[src/rtl/note_sched_pkg.sv]
// Shared sizes, defaults and FSM encoding for the note scheduler.
package note_sched_pkg;
    localparam int NKEYS_DEF    = 8;
    localparam int NOTE_W       = 3;
    localparam int MIN_GATE_DEF = 1000000;
    localparam int GCNT_W       = 26;

    typedef enum logic [1:0] {
        S_IDLE = 2'd0,
        S_PLAY = 2'd1,
        S_EMIT = 2'd2
    } state_t;
endpackage

[src/rtl/note_sched_prio_enc8.sv]
// Lowest-index priority encoder: 8-bit request vector to 3-bit index plus any flag.
module prio_enc8 (
    input  logic [7:0] i_vec,
    output logic [2:0] o_idx,
    output logic       o_any
);
    always_comb begin
        o_idx = '0;
        o_any = 1'b0;
        // Scan downward so the lowest set bit is the last one written.
        for (int i = 7; i >= 0; i--) begin
            if (i_vec[i]) begin
                o_idx = 3'(i);
                o_any = 1'b1;
            end
        end
    end
endmodule

[src/rtl/note_sched.sv]
// Keyboard note scheduler: picks the most recent key (or lowest held key), enforces a
// minimum gate time per note and hands on/off events to a tone generator via valid/ready.
module note_sched
    import note_sched_pkg::*;
#(
    parameter int NKEYS    = NKEYS_DEF,
    parameter int MIN_GATE = MIN_GATE_DEF
) (
    input  logic              clk,
    input  logic              rst,
    input  logic [NKEYS-1:0]  key_n,
    output logic              evt_valid,
    input  logic              evt_ready,
    output logic              evt_on,
    output logic [NOTE_W-1:0] evt_note,
    output logic              gate,
    output logic [NOTE_W-1:0] note_idx
);
    localparam logic [GCNT_W-1:0] W_MG = GCNT_W'(MIN_GATE);

    state_t              r_state, w_state_nxt;
    logic [NKEYS-1:0]    r_key_prev;
    logic [NOTE_W-1:0]   r_last_key;
    logic                r_last_vld;
    logic                r_evt_on;
    logic [NOTE_W-1:0]   r_evt_note;
    logic                r_gate;
    logic [NOTE_W-1:0]   r_note_idx;
    logic [GCNT_W-1:0]   r_gate_cnt;

    logic [7:0]          w_edge8, w_held8, w_keyn8;
    logic [NOTE_W-1:0]   w_edge_idx, w_held_idx, w_des_note, w_nxt_note;
    logic                w_edge_any, w_held_any, w_des_vld;
    logic                w_load, w_nxt_on, w_hs;

    // Unused encoder inputs read as not-pressed so any NKEYS <= 8 works.
    always_comb begin
        w_edge8 = '0;
        w_held8 = '0;
        w_keyn8 = '1;
        for (int i = 0; i < NKEYS; i++) begin
            w_edge8[i] = r_key_prev[i] & ~key_n[i];
            w_held8[i] = ~r_key_prev[i];
            w_keyn8[i] = key_n[i];
        end
    end

    prio_enc8 u_enc_edge (.i_vec(w_edge8), .o_idx(w_edge_idx), .o_any(w_edge_any));
    prio_enc8 u_enc_held (.i_vec(w_held8), .o_idx(w_held_idx), .o_any(w_held_any));

    // Desired note uses registered key state only, giving the one-cycle press latency.
    assign w_des_vld  = r_last_vld | w_held_any;
    assign w_des_note = r_last_vld ? r_last_key : w_held_idx;

    always_comb begin
        w_state_nxt = r_state;
        w_load      = 1'b0;
        w_nxt_on    = r_evt_on;
        w_nxt_note  = r_evt_note;
        w_hs        = 1'b0;
        evt_valid   = 1'b0;
        case (r_state)
            S_IDLE: begin
                if (w_des_vld) begin
                    w_state_nxt = S_EMIT;
                    w_load      = 1'b1;
                    w_nxt_on    = 1'b1;
                    w_nxt_note  = w_des_note;
                end
            end
            S_PLAY: begin
                if (r_gate_cnt >= W_MG) begin
                    if (!w_des_vld) begin
                        w_state_nxt = S_EMIT;
                        w_load      = 1'b1;
                        w_nxt_on    = 1'b0;
                        w_nxt_note  = r_note_idx;
                    end else if (w_des_note != r_note_idx) begin
                        w_state_nxt = S_EMIT;
                        w_load      = 1'b1;
                        w_nxt_on    = 1'b1;
                        w_nxt_note  = w_des_note;
                    end
                end
            end
            S_EMIT: begin
                evt_valid = 1'b1;
                if (evt_ready) begin
                    w_hs        = 1'b1;
                    w_state_nxt = r_evt_on ? S_PLAY : S_IDLE;
                end
            end
            default: w_state_nxt = S_IDLE;
        endcase
    end

    always_ff @(posedge clk) begin
        if (rst) begin
            r_state    <= S_IDLE;
            r_key_prev <= '1;
            r_last_key <= '0;
            r_last_vld <= 1'b0;
            r_evt_on   <= 1'b0;
            r_evt_note <= '0;
            r_gate     <= 1'b0;
            r_note_idx <= '0;
            r_gate_cnt <= '0;
        end else begin
            r_state    <= w_state_nxt;
            r_key_prev <= key_n;
            if (w_edge_any) begin
                r_last_key <= w_edge_idx;
                r_last_vld <= 1'b1;
            end else if (r_last_vld && w_keyn8[r_last_key]) begin
                r_last_vld <= 1'b0;
            end
            if (w_load) begin
                r_evt_on   <= w_nxt_on;
                r_evt_note <= w_nxt_note;
            end
            if (w_hs) begin
                r_gate     <= r_evt_on;
                r_gate_cnt <= '0;
                if (r_evt_on) r_note_idx <= r_evt_note;
            end else if (r_state == S_PLAY && r_gate_cnt < W_MG) begin
                r_gate_cnt <= r_gate_cnt + 1'b1;
            end
        end
    end

    assign evt_on   = r_evt_on;
    assign evt_note = r_evt_note;
    assign gate     = r_gate;
    assign note_idx = r_note_idx;
endmodule

[config.mk]
export PLATFORM = sky130hd
export DESIGN_NAME = note_sched
export DESIGN_NICKNAME = d
export VERILOG_FILES = /design/src/rtl/note_sched_pkg.sv /design/src/rtl/note_sched_prio_enc8.sv /design/src/rtl/note_sched.sv
export SDC_FILE = /design/constraint.sdc
export NUM_CORES = 1
export LEC_CHECK = 0
export CORE_MARGIN = 1.5
export CORE_UTILIZATION = 50
export CTS_BUF_LIST = sky130_fd_sc_hd__clkbuf_8
export DETAILED_ROUTE_END_ITERATION = 10
export PLACE_DENSITY = 0.81
export SLEW_MARGIN = 10
export SYNTH_ARGS = -nofsm -noshare
export SYNTH_HDL_FRONTEND = slang
export SYNTH_SLANG_ARGS = --single-unit
[constraint.sdc]
create_clock -name clk -period 1.85 [get_ports clk]
set_clock_uncertainty 0.2 [all_clocks]
set_input_delay 0.37 -clock clk [delete_from_list [all_inputs] [get_ports clk]]
set_output_delay 0.37 -clock clk [all_outputs]
set_load 0.01 [all_outputs]
======== Word level (Yosys, flattened, before mapping) ========
Cells that the tools add are included.
word-level totals
  logic and storage cells ................. 108
  flip-flop bits (word level) ............. 48
  output and inout bits ................... 9
  input port bits ......................... 11
cells by class
  mux-type cells .......................... 62
  bitwise logic cells ..................... 17
  equal/unequal tests ..................... 7
  reductions and logical operators ........ 9
  $lt $le $gt $ge ......................... 3
  add/subtract/negate cells ............... 1
operators with widths
  kind                                                   number
  two-way mux 3 bit                                      21
  two-way mux 1 bit                                      31
  adder 26 x 1 -> 26 bit, second input constant          1
  >= comparator 26 x 20 -> 1 bit, second input constant  1
  < comparator 26 x 20 -> 1 bit, second input constant   1
  two-way mux 2 bit                                      5
  AND 1 bit                                              8
  NOT 1 bit                                              8
  != test 2 bit, second input constant                   3
  case mux 2 bit (3 select lines)                        1
  case mux 3 bit (2 select lines)                        1
  AND reduction 5 bit                                    1
  < comparator 3 x 4 -> 1 bit, second input constant     1
  case mux 1 bit (2 select lines)                        2
  AND reduction 4 bit                                    1
  nonzero test 2 bit                                     2
  binary-select mux 1 bit (select 3 bit)                 1
  != test 3 bit                                          1
  != test 3 bit, second input constant                   1
  equality test 2 x 1 -> 1 bit, second input constant    1
  equality test 2 bit, second input constant             1
  logical AND 1 bit                                      2
  zero test 2 bit                                        1
  AND reduction 2 bit                                    1
  2 further kinds                                        2

======== Longest topological paths before layout ========
Gate-level depths: netlist (run 1).
  depth after elaboration ................. 15
  depth in mapped cells ................... 7

======== Cells and area by module ========
A second synthesis (run 1) with hierarchy kept.
unflattened totals
  cells, all modules ...................... 275
  area, all modules ....................... 2322.2 µm²
modules (own cells, without submodules)
  module      area each (µm²)  seq. area each (µm²)  cells each  times used
  note_sched  2162.1           960.9                 249         1
  prio_enc8   80.1             0.0                   13          2

======== Worst setup path before layout (run 1) ========
Ideal clock, no wire load.
  kind .................................... register -> register
  from .................................... reg r_gate_cnt[10]
  to ...................................... reg r_gate_cnt[15]
  required time ........................... 1.535 ns
  path buffers ............................ 0
  data arrival time ....................... 1.714 ns
  setup slack ............................. -0.178 ns
  stages on the path, launching flop included .. 7
  path through ............................ dfxtp_1 -> nor4_2 -> nand3_2 -> a2111oi_4 -> nand3_1 -> xnor2_1 -> and2_1
on the way
  longest elaborated chain between the ends .. 2
  elaborated cells between the ends (all ways) .. 3
  classes of those cells .................. 1 x add/sub; 1 x order compare; 1 x reduce/logical
RTL lines
  element                        RTL line           source
  start: declaration             note_sched.sv:29   logic [GCNT_W-1:0] r_gate_cnt;
  start signal: assignment       note_sched.sv:126  r_gate_cnt <= r_gate_cnt + 1'b1;
  < comparator 26 x 20 -> 1 bit  note_sched.sv:125  end else if (r_state == S_PLAY && r_gate_cnt < W_MG) begin
  logical AND 1 bit              note_sched.sv:125
Parallel ways exist; a longest one is shown, timed or not.
A chain may end at the register's enable or synchronous reset.

======== Worst setup path after layout (run 1) ========
  from .................................... reg r_last_vld
  to ...................................... reg r_evt_note[2] (netlist: evt_note[2])
on the way
  longest elaborated chain between the ends .. 7
  elaborated cells between the ends (all ways) .. 16
  classes of those cells .................. 3 x eq/ne; 11 x mux; 1 x bitwise; 1 x reduce/logical
RTL lines
  element                               RTL line           source
  start: declaration                    note_sched.sv:24   logic r_last_vld;
  start signal: assignment              note_sched.sv:102  r_last_vld <= 1'b0;
  start signal: assignment              note_sched.sv:113  r_last_vld <= 1'b1;
  start signal: assignment              note_sched.sv:115  r_last_vld <= 1'b0;
  two-way mux 3 bit                     note_sched.sv:53   assign w_des_note = r_last_vld ? r_last_key : w_held_idx;
  != test 3 bit                         note_sched.sv:78   end else if (w_des_note != r_note_idx) begin
  two-way mux 1 bit                     note_sched.sv:78
  two-way mux 1 bit                     note_sched.sv:73   if (!w_des_vld) begin
  two-way mux 1 bit                     note_sched.sv:72   if (r_gate_cnt >= W_MG) begin
  case mux 1 bit (2 select lines)       note_sched.sv:62   case (r_state)
  AND reduction 5 bit (no source line)  --
  end signal: assignment                note_sched.sv:119  r_evt_note <= w_nxt_note;
  end: declaration                      note_sched.sv:26   logic [NOTE_W-1:0] r_evt_note;
Parallel ways exist; a longest one is shown, timed or not. The select of a mux whose other input is x is not followed.

==> qor.yml, run 1 <==
synthTopCellsByArea: "dfxtp_1 (42%), nor2_1 (4.6%), xor2_1 (4.6%)"
gp_congestion: 0.889
clk_latency_ns: 0.29
dieArea_um2: 4970
ios: 20
fin_cells: 387
pre_cts_ws_ns: -0.206
cp.arrival_ns: 2.07
synth_cell_types: 54
wl_met3_um: 199
holdWs_ns: 0.267
clkSinkCount: 48
hpwl_um: 3830
synth-edff-count: 0
cts_max_path_buffers: 2
crit_fanout: 6
grt_usage_pct: 22.5
grt_pass1_vias: 2067
hold_buffers: 0
top_layer_used: "met4"
startpoint: "r_last_vld"
slew_violations: 0
die_h_um: 70.5
rows: 24
finalSetupViolations: 24
vias_per_cell: 5.69
yosys.area.top_type: "dfxtp_1"
worst_slack_ns: -0.246
synth_area_um2: 2280
start_util_pct: 52.3
overflow: 0
min_period_ns: 2.10
slew_headroom_pct: 65.6
grt_setup_unrepaired: "true"
die_x_um: 70.5
hold_viol_final: 0
crit_path_end_kind: "flip-flop"
numCtsBuffers: 5
outcome: "complete, but fails checks"
routed_wl_um: 5870
synth_top_area_share_pct: 42.2
drive_gt1_share_pct: 37.6
root_buffer: "clkbuf_8"
critPathKind: "flip-flop to flip-flop"
ir_worst_vdd_mv: 0.349
hold_class: "flip-flop to flip-flop"
ys_seq_area_share_pct: 42.2
wire_per_inst_um: 15.2
maxCapViolCount: 0
area_delta_synth_final_pct: 44.6
drcViolationCount: 0
dr.pass1.iters: 4
fin_nets: 347
antenna_found_initial: 0
r2r_start: "r_last_vld"
synth.most_common_cell: "dfxtp_1"
hp-start: "gate"
fin_util_pct: 75.6
leakagePower_nw: 1.36
synth-async-reset-ratio_pct: 0
drt_iter0_drc: 129
cts.reportedPaths.clkPinSlew_ns: 0.08
avgSynthCellArea_um2: 8.93
met1Wirelength_um: 2600
ys_top_cells_by_count: "dfxtp_1 (48), nor2_1 (28), nand2_1 (19)"
cp_data_required_time_ns: 1.82
cts_tree: "yes"
syn_nets: 268
worst_slew_pin_slew_ns: 0.516
synthFlopType: "dfxtp_1"
vias: 2201
syn-instance-count: 255
ys_seq_elements: 48
fill_cells: 278
finalCritPeriodShare_pct: 113
io_buffer_count: 19
diodes: 0
fmax_mhz: 477
core_um2: 4350
htree_levels: 2
cp-start-kind: "flip-flop"
yosysWarnings: 0
grt_start_max_net_pins: 20
dp.cells: 372
violations: "negative setup slack"
grt_first_pass_wirelength_um: 9030
ant_nets: 0
wl_met2_um: 2920
powerDensity_nw_per_um2: 631
-- cell type report --
class | instances | area, µm² | area share (%)
Tap cell | 52 | 65.1 | 1.98
Timing Repair Buffer | 78 | 669 | 20.3
Inverter | 6 | 22.5 | 0.684
Multi-Input combinational cell | 195 | 1470 | 44.6
Clock inverter | 2 | 10.0 | 0.304
Sequential cell | 48 | 975 | 29.6
Clock buffer | 6 | 82.6 | 2.51
-- power by group --
group          leakage, nW  internal (mW)  switching, mW
registers            0.394           1.07         0.0342
clock network       0.0510          0.299          0.332
logic                0.920          0.184          0.161
total                 1.36           1.55          0.528
-- repair_timing --
action	4_1_cts	5_1_grt
endpoints found under the setup margin	28	28
pin swaps	22	11
gates resized for setup	24	24
cloned	0	0
buffers inserted	4	4
-- kinds of logic (layout without fill, tap and decap cells) --
family                   Yosys count  in the layout  synth area share (%)
AO/OA/AOI/OAI                     53             53                  16.8
XOR/XNOR                          15             15                  5.77
adder cells (fa/ha/maj)            2              2                  1.10
buffers and inverters             12             92                  2.03
flip-flops                        48             48                  42.2
multiplexers                       6              6                  3.74
AND/OR/NAND/NOR                  119            119                  28.4
-- worst paths after layout --
path | to | slack [ns] | cells after the start
hold reg to reg | gate | 0.27 | 2
setup reg to reg | evt_note[2] | -0.25 | 6
hold / removal | gate | 0.27 | 2
setup / recovery | evt_note[2] | -0.25 | 6
-- metal layers --
layer,vias to the layer above,GRT usage [%]
met4,0,8.76
met5,-,0
met2,59,37.6
met3,20,4.76
li1,1073,-
met1,1049,28.0
-- critical path, stage by stage, from the launching register on --
cell and delay [ns]:
dfxtp_2 0.35, nand3b_1 0.26, nor3b_2 0.30, o22ai_2 0.13
or4_4 0.54, a21oi_2 0.14, a211oi_1 0.06
-- cell usage in the layout, fill, tap and decap left out, types with 8 or more instances in the layout --
cell type	instances
buf_4	51
dfxtp_1	37
nor2_1	27
clkdlybuf4s50_1	17
nand2_1	16
a21oi_1	11
dfxtp_2	11
xor2_1	10
or2_2	9
and2_1	8
-- state kept, by name (all words and copies together) (netlist names) --
| register | count |
|---|---|
| r_gate_cnt | 26 |
| r_last_vld | 1 |
| note_idx | 3 |
| gate | 1 |
| r_state | 2 |
| r_last_key | 3 |
| evt_on | 1 |
| evt_note | 3 |
| r_key_prev | 8 |
-- per-stage QoR --
stage               area (µm²)  setup TNS (ns)  total power, mW
detailed placement        2940           -3.25             1.44
CTS                       3160           -1.72             2.07
floorplan                 2320           -1.16             1.29
global route              3290           -6.05             2.17
finish                    3290           -3.72             2.08
global placement          2940           -1.98             1.43
No activity file was read; power rests on OpenSTA's default activity.
==> run 2: changes to the inputs <==
--- a/config.mk
+++ b/config.mk
@@ -5,12 +5,11 @@
 export SDC_FILE = /design/constraint.sdc
 export NUM_CORES = 1
 export LEC_CHECK = 0
-export CORE_MARGIN = 1.5
 export CORE_UTILIZATION = 50
 export CTS_BUF_LIST = sky130_fd_sc_hd__clkbuf_8
 export DETAILED_ROUTE_END_ITERATION = 10
-export PLACE_DENSITY = 0.81
-export SLEW_MARGIN = 10
+export PLACE_DENSITY = 0.79
+export SLEW_MARGIN = 40
 export SYNTH_ARGS = -nofsm -noshare
 export SYNTH_HDL_FRONTEND = slang
 export SYNTH_SLANG_ARGS = --single-unit
==> constraint.sdc (replaced) <==
create_clock -name clk -period 2.6 [get_ports clk]
set_clock_uncertainty 0.2 [all_clocks]
set_input_delay 0.52 -clock clk [delete_from_list [all_inputs] [get_ports clk]]
set_output_delay 0.52 -clock clk [all_outputs]
set_load 0.01 [all_outputs]
==> qor.yml, run 2 (synthesized netlist as in run 1, its figures left out) <==
grt_pass1_vias: 1819
hp-start: "gate"
vias: 1889
powerDensity_nw_per_um2: 540
post-route-cell-area_um2: 2620
drive_gt1_share_pct: 10.4
grt_start_max_net_pins: 20
cp-start-kind: "flip-flop"
grt_setup_unrepaired: "false"
grt_usage_pct: 20.5
min_period_ns: 2.31
holdWs_ns: 0.265
ir_worst_vdd_mv: 0.367
finalSetupViolations: 0
cts.reportedPaths.clkPinSlew_ns: 0.09
hpwl_um: 3180
overflow: 0
io_buffer_count: 19
crit_path_end_kind: "flip-flop"
final_common_cell: "dfxtp_1"
fmax_mhz: 432
worst_slew_pin_slew_ns: 0.625
outcome: "completed"
core_um2: 4350
area_delta_synth_final_pct: 15.2
antenna_found_initial: 0
leakagePower_nw: 1.02
crit_slowest_cell: "or4_1"
clk_latency_ns: 0.30
reg2reg_to: "evt_note[0]"
cts_tree: "yes"
worstHoldPathCells: 2
dr.pass1.iters: 4
htree_levels: 2
hold_class: "flip-flop to flip-flop"
tns_ns: 0
cp.arrival_ns: 2.29
crit_fanout: 13
root_buffer: "clkbuf_8"
slowest_delay_ns: 0.62
largestRegisters: "r_gate_cnt (26), r_key_prev (8)"
rr_worst_depth: 6
ios: 20
die_h_um: 69.5
place_area_um2: 2530
post_cts.repair.setup_buffers: 0
slew_violations: 0
wire_per_inst_um: 13.2
r2r_start: "r_last_vld"
cts_resized: 0
dieArea_um2: 4830
routed_wl_um: 4370
hold_viol_final: 0
grt_first_pass_wirelength_um: 7940
hold_path_end: "gate"
die_x_um: 69.5
crit_chain: "nand3b_1, a31oi_1, nor3_1, or4_1, a21oi_1, a211oi_1"
diodes: 0
numCtsBuffers: 5
start_util_pct: 52.3
rows: 24
ff2ff_setup_slack_ns: 0.29
gp_congestion: 0.888
clkSinkCount: 48
vias_per_cell: 5.71
fin_nets: 291
drcViolationCount: 0
critPathKind: "flip-flop to flip-flop"
regMostFlops: "r_gate_cnt"
slew_headroom_pct: 58.3
final_cell_mix: "dfxtp_1 (48), nor2_1 (28), nand2_1 (19), clkdlybuf4s50_1 (19), a21oi_1 (18)"
hold_buffers: 0
cp_data_required_time_ns: 2.57
finalCritPeriodShare_pct: 89.0
ant_nets: 0
drt_iter0_drc: 84
largest_reg_flops: 26
maxCapViolCount: 0
cts_max_path_buffers: 2
==> run 2: changes by cell type in the layout (fill, tap and decap cells not counted), moves of 3 or more <==
cell and delta:
nand2_1 +3, a21oi_1 +7, dfxtp_1 +11, buf_4 -48, buf_6 -7, dfxtp_2 -11
nand3_1 +4, a21oi_2 -6
==> run 2: final cells by class <==
type	count	area, µm²
Clock inverter	2	10.0
Fill cell	366	1730
Timing Repair Buffer	22	213
Inverter	6	22.5
Tap cell	52	65.1
Clock buffer	6	82.6
Multi-Input combinational cell	195	1270
Sequential cell	48	961
==> run 2: metal layers <==
| metal | GRT usage, % | vias to the layer above | routed length (µm) |
|---|---|---|---|
| met5 | 0 | - | 0 |
| met4 | 10.2 | 0 | 97 |
| met3 | 4.07 | 9 | 92 |
| met2 | 34.8 | 18 | 2090 |
| met1 | 24.5 | 904 | 2090 |
| li1 | - | 958 | - |
==> run 2: critical path: cells and delay by family, from the launching register on <==
kind             cells  cell delay [ns]
flip-flops           1             0.42
AO/OA/AOI/OAI        3             0.56
AND/OR/NAND/NOR      3             1.01
==> run 2: how the worst max path moves through the flow <==
| stage | startpoint | end | slack, ns | cells past startpoint |
|---|---|---|---|---|
| after floorplan | r_gate_cnt[10] | r_gate_cnt[15] | 0.57 | 6 |
| after global routing | r_last_key[0] | evt_note[1] | 0.07 | 6 |
| final | r_last_vld | evt_note[0] | 0.29 | 6 |
| after global placement | r_last_vld | evt_note[0] | 0.34 | 6 |
| after detailed placement | r_last_vld | evt_note[0] | 0.32 | 6 |
| after CTS | r_state[1] | evt_valid | 0.26 | 3 |
==> run 2: power breakdown <==
group          switching (mW)  total (mW)  internal (mW)
clock                   0.244       0.457          0.212
sequential             0.0262       0.784          0.758
combinational          0.0861       0.176         0.0896
total                   0.356        1.42           1.06
==> run 2: metrics by stage <==
stage | utilization (%) | power, mW | std cells | setup slack, ns
2_1_floorplan | - | 0.906 | 255 | 0.572
3_3_place_gp | 58.1 | 0.974 | 323 | 0.344
3_5_place_dp | 58.1 | 0.976 | 323 | 0.322
4_1_cts | 60.2 | 1.43 | 331 | 0.265
5_1_grt | 60.2 | 1.49 | 331 | 0.0672
6_report | 60.2 | 1.42 | 331 | 0.285
